### config.mk
export PLATFORM = sky130hd
export DESIGN_NAME = bp_serial_link_arbiter
export DESIGN_NICKNAME = d
export VERILOG_FILES = /design/src/rtl/bp_serial_link_pkg.sv /design/src/rtl/bsg_arb_round_robin.sv /design/src/rtl/bp_serial_link_arbiter.sv
export SDC_FILE = /design/constraint.sdc
export NUM_CORES = 1
export LEC_CHECK = 0
export CAP_MARGIN = 10
export CORE_ASPECT_RATIO = 0.9
export CORE_MARGIN = 4
export CORE_UTILIZATION = 35
export CTS_BUF_LIST = sky130_fd_sc_hd__clkbuf_4 sky130_fd_sc_hd__clkbuf_8
export CTS_CLUSTER_DIAMETER = 80
export DETAILED_ROUTE_END_ITERATION = 10
export HOLD_SLACK_MARGIN = 0.02
export PLACE_DENSITY_LB_ADDON = 0.12
export SLEW_MARGIN = 20
export SYNTH_ARGS = -nofsm -noshare
export SYNTH_HDL_FRONTEND = slang
export SYNTH_HIERARCHICAL = 1
export SYNTH_SLANG_ARGS = --single-unit
export TNS_END_PERCENT = 5
### constraint.sdc
create_clock -name clk_i -period 2.95 [get_ports clk_i]
set_clock_uncertainty 0.2 [all_clocks]
set_input_delay 0.59 -clock clk_i [delete_from_list [all_inputs] [get_ports clk_i]]
set_output_delay 0.59 -clock clk_i [all_outputs]
set_load 0.005 [all_outputs]
### src/rtl/bp_serial_link_pkg.sv
// Shared types for the serial link arbiter: FSM state encoding and header beat layout.
// Latency: n/a (types and constants only).
// Backpressure: n/a.
package bp_serial_link_pkg;

  typedef enum logic [1:0] {
    IDLE = 2'd0,
    HDR  = 2'd1,
    DATA = 2'd2
  } bp_serial_link_state_e;

  // Header beat layout: the source id sits right-justified, every bit above it is zero.
  localparam int hdr_id_lsb_gp = 0;

endpackage

### src/rtl/bsg_arb_round_robin.sv
// Round-robin picker: first requester at or after the pointer wins, wrapping.
// Latency: grant is combinational; the pointer moves on the edge where yumi_i is high.
// Backpressure: grants only while grants_en_i is high; the pointer holds until yumi_i.
module bsg_arb_round_robin #(
  parameter int width_p = 2,
  localparam int tag_width_lp = (width_p > 1) ? $clog2(width_p) : 1
) (
  input  logic                    clk_i,
  input  logic                    reset_i,
  input  logic                    grants_en_i,
  input  logic [width_p-1:0]      reqs_i,
  input  logic                    yumi_i,
  output logic [width_p-1:0]      grants_o,
  output logic [tag_width_lp-1:0] tag_o,
  output logic                    v_o
);

  logic [tag_width_lp-1:0] ptr_q, ptr_d;
  logic [width_p-1:0]      reqs_rot;
  logic                    found;
  int                      off;
  int                      sum;

  // Rotate requests so the pointer position lands on bit 0, then take the lowest set bit.
  always_comb begin
    reqs_rot = (reqs_i >> ptr_q) | (reqs_i << (width_p - int'(ptr_q)));
    found    = 1'b0;
    off      = 0;
    for (int i = width_p - 1; i >= 0; i--) begin
      if (reqs_rot[i]) begin
        found = 1'b1;
        off   = i;
      end
    end
    sum = int'(ptr_q) + off;
    if (sum >= width_p) sum = sum - width_p;
    tag_o    = tag_width_lp'(sum);
    v_o      = found & grants_en_i;
    grants_o = v_o ? (width_p'(1) << tag_o) : '0;
  end

  // The pointer advances to just past the winner once its word is taken.
  always_comb begin
    ptr_d = ptr_q;
    if (yumi_i) begin
      ptr_d = (tag_o == tag_width_lp'(width_p - 1)) ? '0 : tag_o + tag_width_lp'(1);
    end
  end

  // Pointer register.
  always_ff @(posedge clk_i or posedge reset_i) begin
    if (reset_i) ptr_q <= '0;
    else         ptr_q <= ptr_d;
  end

endmodule

### src/rtl/bp_serial_link_arbiter.sv
// Serialises one round-robin-chosen requester word as a header beat (source id) plus LSB-first slices.
// Latency: word captured at edge t shows its header in cycle t+1; a packet is els_lp+1 beats.
// Backpressure: a beat holds while yumi_i is low; ready_o stays 0 until the last beat is taken.
module bp_serial_link_arbiter
  import bp_serial_link_pkg::*;
#(
  parameter int num_req_p   = 2,
  parameter int in_width_p  = 64,
  parameter int out_width_p = 16
) (
  input  logic                            clk_i,
  input  logic                            reset_i,
  input  logic [num_req_p-1:0]            v_i,
  input  logic [num_req_p*in_width_p-1:0] data_i,
  output logic [num_req_p-1:0]            ready_o,
  output logic                            v_o,
  output logic [out_width_p-1:0]          data_o,
  input  logic                            yumi_i
);

  localparam int els_lp       = in_width_p / out_width_p;
  localparam int id_width_lp  = (num_req_p > 1) ? $clog2(num_req_p) : 1;
  localparam int cnt_width_lp = (els_lp > 1) ? $clog2(els_lp) : 1;

  bp_serial_link_state_e                    state_q;
  logic [els_lp-1:0][out_width_p-1:0]       buf_q;
  logic [id_width_lp-1:0]                   id_q;
  logic [cnt_width_lp-1:0]                  cnt_q;
  logic [num_req_p-1:0][in_width_p-1:0]     words;
  logic [id_width_lp-1:0]                   win_id;
  logic                                     grants_en;
  logic                                     capture;

  assign words = data_i;

  // Grant only from IDLE, and never while reset is held so ready_o drops with reset.
  assign grants_en = (state_q == IDLE) & ~reset_i;

  bsg_arb_round_robin #(
    .width_p (num_req_p)
  ) arb (
    .clk_i       (clk_i),
    .reset_i     (reset_i),
    .grants_en_i (grants_en),
    .reqs_i      (v_i),
    .yumi_i      (capture),
    .grants_o    (ready_o),
    .tag_o       (win_id),
    .v_o         (capture)
  );

  // Packet sequencer: capture in IDLE, then header, then els_lp data slices.
  always_ff @(posedge clk_i or posedge reset_i) begin
    if (reset_i) begin
      state_q <= IDLE;
      buf_q   <= '0;
      id_q    <= '0;
      cnt_q   <= '0;
    end else begin
      case (state_q)
        IDLE: if (capture) begin
          buf_q   <= words[win_id];
          id_q    <= win_id;
          state_q <= HDR;
        end
        HDR: if (yumi_i) begin
          cnt_q   <= '0;
          state_q <= DATA;
        end
        DATA: if (yumi_i) begin
          if (cnt_q == cnt_width_lp'(els_lp - 1)) state_q <= IDLE;
          else                                   cnt_q   <= cnt_q + cnt_width_lp'(1);
        end
        default: state_q <= IDLE;
      endcase
    end
  end

  // Beat mux: header carries the zero-extended id, data beats walk the captured word LSB first.
  always_comb begin
    v_o    = 1'b0;
    data_o = '0;
    case (state_q)
      HDR: begin
        v_o    = 1'b1;
        data_o = out_width_p'(id_q) << hdr_id_lsb_gp;
      end
      DATA: begin
        v_o    = 1'b1;
        data_o = buf_q[cnt_q];
      end
      default: ;
    endcase
  end

  // A consumer may only take a beat that is being offered.
  assert property (@(posedge clk_i) disable iff (reset_i) !(yumi_i && !v_o))
    else $error("yumi_i asserted without v_o");

endmodule

==> results of run 1 <==
==> sequential cells by signal, indices dropped and copies added (netlist names) <==
| register | flops |
|---|---|
| id_q | 1 |
| buf_q | 64 |
| arb/ptr_q | 1 |
| state_q | 2 |
| cnt_q | 2 |
==> stage by stage <==
step	hold slack (ns)	utilization	cells
3_3_place_gp	0.293	0.518	652
5_1_grt	0.266	0.543	668
6_report	0.277	0.543	668
3_5_place_dp	0.314	0.518	652
2_1_floorplan	0.119	-	362
4_1_cts	0.241	0.539	667
==> Yosys cell counts <==
| master | number | area share |
|---|---|---|
| sky130_fd_sc_hd__mux4_2 | 5 | 0.029 |
| sky130_fd_sc_hd__a32oi_1 | 1 | 0.0023 |
| sky130_fd_sc_hd__clkbuf_1 | 6 | 0.0058 |
| sky130_fd_sc_hd__buf_4 | 1 | 0.0019 |
| sky130_fd_sc_hd__and3_1 | 15 | 0.024 |
| sky130_fd_sc_hd__buf_6 | 1 | 0.0029 |
| sky130_fd_sc_hd__o221ai_1 | 1 | 0.0023 |
| sky130_fd_sc_hd__dfrtp_1 | 70 | 0.45 |
| sky130_fd_sc_hd__and2b_2 | 1 | 0.0023 |
| sky130_fd_sc_hd__nand3_1 | 2 | 0.0026 |
| sky130_fd_sc_hd__nor2_1 | 65 | 0.063 |
| sky130_fd_sc_hd__ha_1 | 7 | 0.023 |
| sky130_fd_sc_hd__buf_1 | 8 | 0.0077 |
| sky130_fd_sc_hd__a21oi_1 | 67 | 0.086 |
| sky130_fd_sc_hd__o21a_1 | 1 | 0.0019 |
| sky130_fd_sc_hd__a31oi_1 | 1 | 0.0016 |
| sky130_fd_sc_hd__o21bai_1 | 1 | 0.0019 |
| sky130_fd_sc_hd__and2_1 | 1 | 0.0016 |
| sky130_fd_sc_hd__nand2_1 | 6 | 0.0058 |
| sky130_fd_sc_hd__nand2b_1 | 2 | 0.0032 |
| sky130_fd_sc_hd__nor2b_1 | 1 | 0.0016 |
| sky130_fd_sc_hd__mux4_1 | 11 | 0.074 |
| sky130_fd_sc_hd__inv_1 | 8 | 0.0077 |
| sky130_fd_sc_hd__buf_12 | 1 | 0.0052 |
| sky130_fd_sc_hd__mux2_2 | 4 | 0.012 |
| sky130_fd_sc_hd__buf_2 | 10 | 0.013 |
| sky130_fd_sc_hd__mux2i_1 | 65 | 0.17 |
==> final cells by class <==
class | instances | area share
Tap cell | 152 | 0.0323
Multi-Input combinational cell | 257 | 0.334
Timing Repair Buffer | 166 | 0.292
Inverter | 8 | 0.00531
Clock buffer | 12 | 0.0270
Clock inverter | 3 | 0.0115
Sequential cell | 70 | 0.298
==> metal layers <==
metal,vias to the layer above,wire [microns],global-route usage
met2,90,4780,0.261
li1,1599,-,-
met5,-,0,0
met1,1459,4460,0.205
met4,0,102,0.0347
met3,9,656,0.0643
==> report_power, final <==
group / internal (uW) / switching [uW] / leakage (uW)
Sequential: 1440 / 262 / 0.000785
Clock: 527 / 351 / 0.000112
Combinational: 1190 / 966 / 0.00181
==> worst min-delay path by stage <==
stage               slack (ns)      start   endpoint
finish                    0.28    reset_i  arb/ptr_q
global placement          0.29       id_q       id_q
floorplan                 0.12    reset_i  arb/ptr_q
detailed placement        0.31  buf_q[24]  buf_q[24]
CTS                       0.24    reset_i  arb/ptr_q
global route              0.27    reset_i  arb/ptr_q
==> timing repair <==
| item | CTS | global route |
|---|---|---|
| endpoints found under the setup margin | 3 | 15 |
| gates resized for setup | 0 | 18 |
| setup buffers | 0 | 1 |
==> worst max-delay path, stage by stage (launching register included) <==
cell	delay, ns
sky130_fd_sc_hd__dfrtp_1	0.39
sky130_fd_sc_hd__buf_6	0.19
sky130_fd_sc_hd__mux4_2	0.50
sky130_fd_sc_hd__and3_1	0.19
sky130_fd_sc_hd__clkdlybuf4s50_1	0.46
==> cells by family after synthesis <==
family	Yosys count	synth area share
AOI/OAI and AO/OA	72	0.0963
DFF	70	0.451
buffers and inverters	35	0.0441
and+or+nand+nor	93	0.104
muxes	85	0.282
adders and majority gates	7	0.0225
==> impl_summary.txt, run 1 <==
----------------------------------------------------
[Yosys]
  Synthesized Nets ... 502
  Post-synthesis sequential area ratio ... 0.451
  Total of flip-flops plus latches after synthesis ... 70
  Number of distinct library cell variants in the gate-level netlist after synthesis ... 27
  Post-Syn Area ... 3890 sq um
  Avg Inst Size Synth ... 10.7 sq um
  Gate count of the mapped netlist ... 362
  Number of warning messages in the yosys log ... 6

[Routing]
  Mean number of vias per cell ... 4.73
  First-pass DRT Iterations ... 4
  Initial drt markers ... 167
  Vias ... 3157
  Overall routed net length ... 9990 microns
  Detailed-route wire length per cell ... 15.0 microns
  Number of remaining DRC errors ... 0
  Antenna Violating Nets Remaining ... 0

[Clock tree]
  Clock tree root buffer cell ... sky130_fd_sc_hd__clkbuf_8
  Clock latency on the worst-skew pair ... 0.35 ns
  H-tree depth ... 3
  Hold Buf Count CTS ... 0
  Clock input transition at the sequential cells of the worst setup and hold paths ... 0.08 ns
  Num Clock Sinks ... 70
  CTS buffer count ... 9
  Clock tree from TritonCTS ... built
  Deepest clock path buffer count ... 2

[Floorplan]
  Row count ... 36
  Die boundary height ... 108 microns
  Count of boundary I/O pins ... 152
  Die area ... 12900 sq um
  X dimension of the die ... 119 microns
  Core footprint ... 10900 sq um
  Initial standard-cell utilization of the core ... 0.358

[STA]
  Worst rel slew slack ... 0.732
  Number of hold violations in the final report ... 0
  Number of failing setup endpoints in the final timing report ... 0
  Crit path time final ... 2.87 ns
  Final WS setup ... 0.0828 ns
  Final total negative setup slack ... 0 ns
  Unrepaired setup endpoints after global routing ... true
  Final Slew Violations ... 0
  Share of the clock period used by the worst path after layout ... 0.972
  Fmax achieved ... 0.349 GHz
  Transition time of the tightest slew-check pin ... 0.401 ns

[Worst setup path]
  Data arrival at the endpoint of the critical path ... 2.08 ns
  Launching instance or port of the critical path ... cnt_q[0]
  Highest net fanout along the worst path ... 8
  Type of element capturing the critical path ... primary output
  Data required, critical path ... 2.16 ns
  Startpoint types ... flop
  Setup crit end ... data_o[5]
  Setup Crit Path Kind ... flop to primary output
  FF-to-FF setup slack ... 0.73 ns
  Critical register-to-register path startpoint ... state_q[0]
  End of the worst register-to-register path ... buf_q[41]
  Number of cells traversed by the worst register-to-register path ... 9

[Pwr]
  Worst VDD drop ... 0.331 mV
  PD cells ... 804 nW/um^2
  Total power ... 4740 uW
  Leak pwr ... 0.00271 uW

[Final layout]
  Design Area, Final ... 5890 sq um
  Diode insertion count for antenna repair ... 0
  Layout area overhead ... 51.6%
  Sequential cell area in the final layout ... 1750 sq um
  Leading cell type in the layout, fill and taps excluded ... sky130_fd_sc_hd__clkdlybuf4s50_1
  Multi-input gate area ... 1970 sq um
  Filler Cells Inserted ... 990
  Proportion of layout cells with a drive suffix above 1 ... 0.0950
  Commonest non-fill, non-tap cells in the layout ... sky130_fd_sc_hd__clkdlybuf4s50_1, sky130_fd_sc_hd__dfrtp_1, sky130_fd_sc_hd__a21oi_1, sky130_fd_sc_hd__mux2i_1, sky130_fd_sc_hd__nor2_1
  Number of nets in the layout ... 652

[Place]
  Detailed-placement wirelength estimate ... 7610 microns
  Final RePlAce weighted congestion ... 0.716
  Pre-CTS worst setup slack ... 0.207 ns
  Post-placement cell area ... 5630 sq um
  Number of buffer cells added on primary ports ... 151

[Global routing]
  Largest net degree at the start of global routing ... 63
  Number of antenna violations at the first check in global routing ... 0
  Remaining global-route overflow ... 0
  Wire length of the first global-routing pass ... 16400 microns
  GR Util All Layers ... 0.161
  Via count of the first global-routing pass ... 3347

[Run status]
  Run status ... completed

[Hold path]
  Type of the tightest min-delay check ... input pin to asynchronous set/reset pin

[Job]
  Max capacitance violation total ... 0

----------------------------------------------------
No activity file was read; power rests on OpenSTA's default activity.
==> inputs of run 2 (changes only) <==
CORE_UTILIZATION = 25   (was 35)
GPL_TIMING_DRIVEN = 1   (was default)
==> run 2 against run 1 <==
- wire length rose by 9.2%
- cell area up 1.5%
- die area is 37% higher
- largest cell class unchanged
==> impl_summary.txt, run 2 (synthesis gave the netlist of run 1 again) <==
----------------------------------------------------
[STA]
  Number of hold violations in the final report ... 0
  Hold_ws ... 0.269 ns
  Crit path time final ... 2.88 ns
  Final Slew Violations ... 0
  Fmax achieved ... 0.347 GHz
  Number of failing setup endpoints in the final timing report ... 0
  Share of the clock period used by the worst path after layout ... 0.977
  Transition time of the tightest slew-check pin ... 0.406 ns
  Unrepaired setup endpoints after global routing ... true
  Worst rel slew slack ... 0.729

[Clock tree]
  Clock latency on the worst-skew pair ... 0.34 ns
  CTS buffer count ... 9
  H-tree depth ... 3
  Num Clock Sinks ... 70
  Hold Buf Count CTS ... 0
  Clock tree from TritonCTS ... built
  Deepest clock path buffer count ... 2
  Clock tree root buffer cell ... sky130_fd_sc_hd__clkbuf_8
  Clock input transition at the sequential cells of the worst setup and hold paths ... 0.07 ns

[Floorplan]
  X dimension of the die ... 139 microns
  Die boundary height ... 126 microns
  Core footprint ... 15000 sq um
  Count of boundary I/O pins ... 152
  Row count ... 42
  Die area ... 17600 sq um
  Initial standard-cell utilization of the core ... 0.259

[Routing]
  Detailed-routed wire length on met2 ... 5290 microns
  Antenna Violating Nets Remaining ... 0
  Detailed-route wire length per cell ... 15.2 microns
  First-pass DRT Iterations ... 4
  Overall routed net length ... 10900 microns
  Mean number of vias per cell ... 4.46
  Vias ... 3196
  Initial drt markers ... 104
  Met3 wire length ... 717 microns
  Top layer used by detailed routing ... met4
  Detailed-route wire length on metal 1 ... 4790 microns
  Number of remaining DRC errors ... 0

[Final layout]
  Diode insertion count for antenna repair ... 0
  Layout area overhead ... 53.9%
  Proportion of layout cells with a drive suffix above 1 ... 0.0983
  Largest registers in the final layout ... buf_q x64, cnt_q x2, state_q x2
  Final Core Density ... 0.399
  Fin cells ... 717
  Number of nets in the layout ... 654
  Commonest non-fill, non-tap cells in the layout ... sky130_fd_sc_hd__clkdlybuf4s50_1, sky130_fd_sc_hd__dfrtp_1, sky130_fd_sc_hd__a21oi_1, sky130_fd_sc_hd__mux2i_1, sky130_fd_sc_hd__nor2_1
  Filler Cells Inserted ... 1478
  Leading cell type in the layout, fill and taps excluded ... sky130_fd_sc_hd__clkdlybuf4s50_1
  Reg with most FFs ... buf_q
  Number of flip-flops in the largest register ... 64

[Worst setup path]
  Launching instance or port of the critical path ... cnt_q[0]
  Cell type of the slowest stage on the worst timing path ... sky130_fd_sc_hd__mux4_1
  Data required, critical path ... 2.16 ns
  Type of element capturing the critical path ... primary output
  Largest stage delay on the critical path ... 0.54 ns
  Setup Crit Path Kind ... flop to primary output
  CP top delay family ... buffers and inverters
  Critical register-to-register path startpoint ... state_q[0]
  Highest net fanout along the worst path ... 5
  Buffers and inverters on the worst path ... 2
  Data arrival at the endpoint of the critical path ... 2.09 ns
  Startpoint types ... flop
  Worst-path cell chain ... buf_4, mux4_1, and3_1, clkdlybuf4s50_1

[Global routing]
  Number of antenna violations at the first check in global routing ... 0
  Via count of the first global-routing pass ... 3304
  GR Util All Layers ... 0.125
  Largest net degree at the start of global routing ... 70
  Wire length of the first global-routing pass ... 17600 microns
  Remaining global-route overflow ... 0

[Place]
  Number of placed cells counting well taps ... 696
  Final RePlAce weighted congestion ... 0.738
  Number of buffer cells added on primary ports ... 151
  Detailed-placement wirelength estimate ... 8120 microns

[Pwr]
  Leak pwr ... 0.00270 uW
  Worst VDD drop ... 0.254 mV
  PD cells ... 803 nW/um^2

[Run status]
  Run status ... completed

[Hold path]
  Type of the tightest min-delay check ... input pin to asynchronous set/reset pin

[Job]
  Max capacitance violation total ... 0

----------------------------------------------------
-- run 2: changes by cell type in the layout (fill, tap and decap cells not counted), sizes merged --
cell and change:
dlygate4sd2 +4, dlymetal6s2s -3, buf +2, clkbuf +1, clkdlybuf4s50 -1, clkinv +1, clkinvlp -1
-- run 2: path summary, 6_finish.rpt --
path                              endpoint  slack (ns)  cells after the start
min in group clk_i                    id_q        0.32                      1
worst max register to register   buf_q[32]        0.68                      9
worst min-delay path             arb/ptr_q        0.27                      2
worst max-delay path            data_o[15]        0.07                      4
worst min register to register        id_q        0.32                      1
max in group asynchronous         buf_q[1]        1.72                      3
-- run 2: routing by layer --
layer | track usage | up-vias
li1 | - | 1605
met1 | 0.159 | 1484
met2 | 0.208 | 96
met3 | 0.0428 | 11
met4 | 0.0276 | 0
met5 | 0 | -
-- run 2: final cells by class --
| type | instances | area [sq um] | share of cell area |
|---|---|---|---|
| Sequential cell | 70 | 1750 | 0.293 |
| Inverter | 8 | 31.3 | 0.00523 |
| Timing Repair Buffer | 168 | 1740 | 0.291 |
| Clock inverter | 3 | 65.1 | 0.0109 |
| Clock buffer | 13 | 173 | 0.0289 |
| Tap cell | 198 | 248 | 0.0414 |
| Multi-Input combinational cell | 257 | 1970 | 0.330 |
-- run 2: through the flow --
stage	area [sq um]	setup slack, ns	setup TNS [ns]	total power, uW
floorplan	3890	0.420	0	3070
global placement	5690	0.219	0	3860
detailed placement	5690	0.175	0	3940
CTS	5930	0.00282	0	4860
global route	5980	-0.0326	-0.0326	5220
finish	5980	0.0671	0	4800
-- run 2: what timing repair did --
item | 4_1_cts | 5_1_grt
setup endpoints to repair | 9 | 14
buffers inserted | 0 | 5
gates resized for setup | 6 | 9
-- run 2: worst register-to-register path, delay by kind of cell (launching register included) --
| kind | cells | cell delay, ns |
|---|---|---|
| AND/OR/NAND/NOR | 3 | 0.61 |
| buffers and inverters | 3 | 0.45 |
| flip-flops | 1 | 0.42 |
| AO/OA/AOI/OAI | 2 | 0.35 |
| adder cells (fa/ha/maj) | 1 | 0.17 |
-- run 2: power by group --
| part | internal [uW] | switching (uW) | leakage (uW) |
|---|---|---|---|
| sequential | 1440 | 260 | 0.000785 |
| clock | 554 | 349 | 0.000123 |
| combinational | 1200 | 998 | 0.00180 |
==> inputs of run 3 (changes only) <==
==> constraint.sdc (replaced) <==
create_clock -name clk_i -period 2.95 [get_ports clk_i]
set_clock_uncertainty 0.2 [all_clocks]
set_input_delay 0.885 -clock clk_i [delete_from_list [all_inputs] [get_ports clk_i]]
set_output_delay 0.885 -clock clk_i [all_outputs]
set_load 0.005 [all_outputs]
==> run 3 against run 2 <==
- the run now ends with negative setup slack left
- cell count up 2.0%
- first-iteration DRC count decreased by 26%
- critical path depth unchanged
- clock power fell by 12%
- cell area grew 1.9%
- non-clock buffer count up 15
- core utilization is 0.78 points higher
- power is 1.3% higher
- sequential share of layout area decreased by 0.54 points
- die area did not move
- hold slack better by 0.040 ns
- largest cell class unchanged
- highest routed layer unchanged
==> impl_summary.txt, run 3 (synthesis gave the netlist of run 1 again) <==
----------------------------------------------------
[Place]
  Pre-CTS worst setup slack ... -0.338 ns
  Final RePlAce weighted congestion ... 0.711
  Post-placement cell area ... 5770 sq um
  Number of buffer cells added on primary ports ... 151
  Detailed-placement wirelength estimate ... 8180 microns

[Global routing]
  Largest net degree at the start of global routing ... 70
  Number of antenna violations at the first check in global routing ... 0
  Via count of the first global-routing pass ... 3428
  Remaining global-route overflow ... 0
  GR Util All Layers ... 0.126
  Wire length of the first global-routing pass ... 17700 microns

[STA]
  Worst rel slew slack ... 0.743
  Hold_ws ... 0.309 ns
  Final WS setup ... -0.00321 ns
  Final Slew Violations ... 0
  Number of failing setup endpoints in the final timing report ... 1
  Number of hold violations in the final report ... 0
  Transition time of the tightest slew-check pin ... 0.386 ns
  Unrepaired setup endpoints after global routing ... true
  Fmax achieved ... 0.339 GHz
  Share of the clock period used by the worst path after layout ... 1.00
  Final total negative setup slack ... -0.00321 ns
  Crit path time final ... 2.95 ns

[Clock tree]
  H-tree depth ... 3
  Clock tree from TritonCTS ... built
  Clock tree root buffer cell ... sky130_fd_sc_hd__clkbuf_8
  Hold Buf Count CTS ... 0
  Deepest clock path buffer count ... 2
  Clock input transition at the sequential cells of the worst setup and hold paths ... 0.07 ns
  Num Clock Sinks ... 70
  CTS buffer count ... 9
  Clock latency on the worst-skew pair ... 0.34 ns

[Pwr]
  PD cells ... 798 nW/um^2
  Worst VDD drop ... 0.246 mV
  Total power ... 4860 uW
  Leak pwr ... 0.00270 uW

[Floorplan]
  Row count ... 42
  Die area ... 17600 sq um
  X dimension of the die ... 139 microns
  Initial standard-cell utilization of the core ... 0.259
  Die boundary height ... 126 microns
  Core footprint ... 15000 sq um
  Count of boundary I/O pins ... 152

[Routing]
  Detailed-route wire length per cell ... 14.9 microns
  First-pass DRT Iterations ... 4
  Vias ... 3262
  Mean number of vias per cell ... 4.46
  Number of remaining DRC errors ... 0
  Initial drt markers ... 77
  Overall routed net length ... 10900 microns
  Antenna Violating Nets Remaining ... 0

[Final layout]
  Reg with most FFs ... buf_q
  Proportion of layout cells with a drive suffix above 1 ... 0.176
  Largest registers in the final layout ... buf_q x64, cnt_q x2, state_q x2
  Diode insertion count for antenna repair ... 0
  Layout area overhead ... 56.9%
  Filler Cells Inserted ... 1479
  Number of flip-flops in the largest register ... 64
  Commonest non-fill, non-tap cells in the layout ... sky130_fd_sc_hd__clkdlybuf4s50_1, sky130_fd_sc_hd__dfrtp_1, sky130_fd_sc_hd__a21oi_1, sky130_fd_sc_hd__mux2i_1, sky130_fd_sc_hd__nor2_1
  Design Area, Final ... 6100 sq um
  Leading cell type in the layout, fill and taps excluded ... sky130_fd_sc_hd__clkdlybuf4s50_1
  Number of nets in the layout ... 669

[Worst setup path]
  Startpoint types ... flop
  Setup Crit Path Kind ... flop to primary output
  Data required, critical path ... 1.87 ns
  Highest net fanout along the worst path ... 3
  Data arrival at the endpoint of the critical path ... 1.87 ns
  Type of element capturing the critical path ... primary output

[Run status]
  Violations in the final reports ... negative setup slack
  Run status ... finished, violations left

[Hold path]
  Type of the tightest min-delay check ... flop to flop

[Job]
  Max capacitance violation total ... 0

----------------------------------------------------
## run 3: stage by stage
step,std cells,util
after CTS,732,0.407
final,731,0.407
after detailed placement,704,0.385
after global placement,704,0.385
after floorplan,362,-
after global routing,731,0.407
## run 3: area by class of cell
class                   instances  area (sq um)  share of cell area
clock buffers                  12           159              0.0261
clock inverters                 3          43.8             0.00718
flip-flops and latches         70          1750               0.288
repair buffers                183          1860               0.304
multi-input cells             257          2000               0.329
well taps                     198           248              0.0406
inverters                       8          31.3             0.00513
## run 3: worst paths after layout
path                                 start    endpoint  slack, ns  cells past startpoint
worst max-delay path              cnt_q[0]  data_o[12]     -0.003                      4
worst min-delay path                  id_q        id_q       0.31                      1
worst max register to register  state_q[1]   buf_q[22]       0.79                     10
worst min register to register        id_q        id_q       0.31                      1
max in group asynchronous          reset_i    cnt_q[1]       1.53                      4
min in group asynchronous          reset_i   arb/ptr_q       0.47                      3
## run 3: layer usage
layer / wire length [microns] / track usage
met3: 714 / 0.0432
met1: 4740 / 0.157
met4: 94 / 0.0276
met2: 5360 / 0.213
met5: 0 / 0
## run 3: repair_timing
action,in CTS,in global routing
cloned,1,0
pin swaps,6,2
resized for setup,64,25
buffers inserted,12,0
setup endpoints to repair,19,17
## run 3: power by group
part	internal, uW	switching (uW)
Sequential	1440	264
Clock	442	357
Combinational	1310	1050
## run 3: critical path: stages (launching register included)
cell,delay (ns)
sky130_fd_sc_hd__dfrtp_2,0.42
sky130_fd_sc_hd__buf_12,0.12
sky130_fd_sc_hd__mux4_1,0.53
sky130_fd_sc_hd__and3_4,0.20
sky130_fd_sc_hd__dlygate4sd2_1,0.26
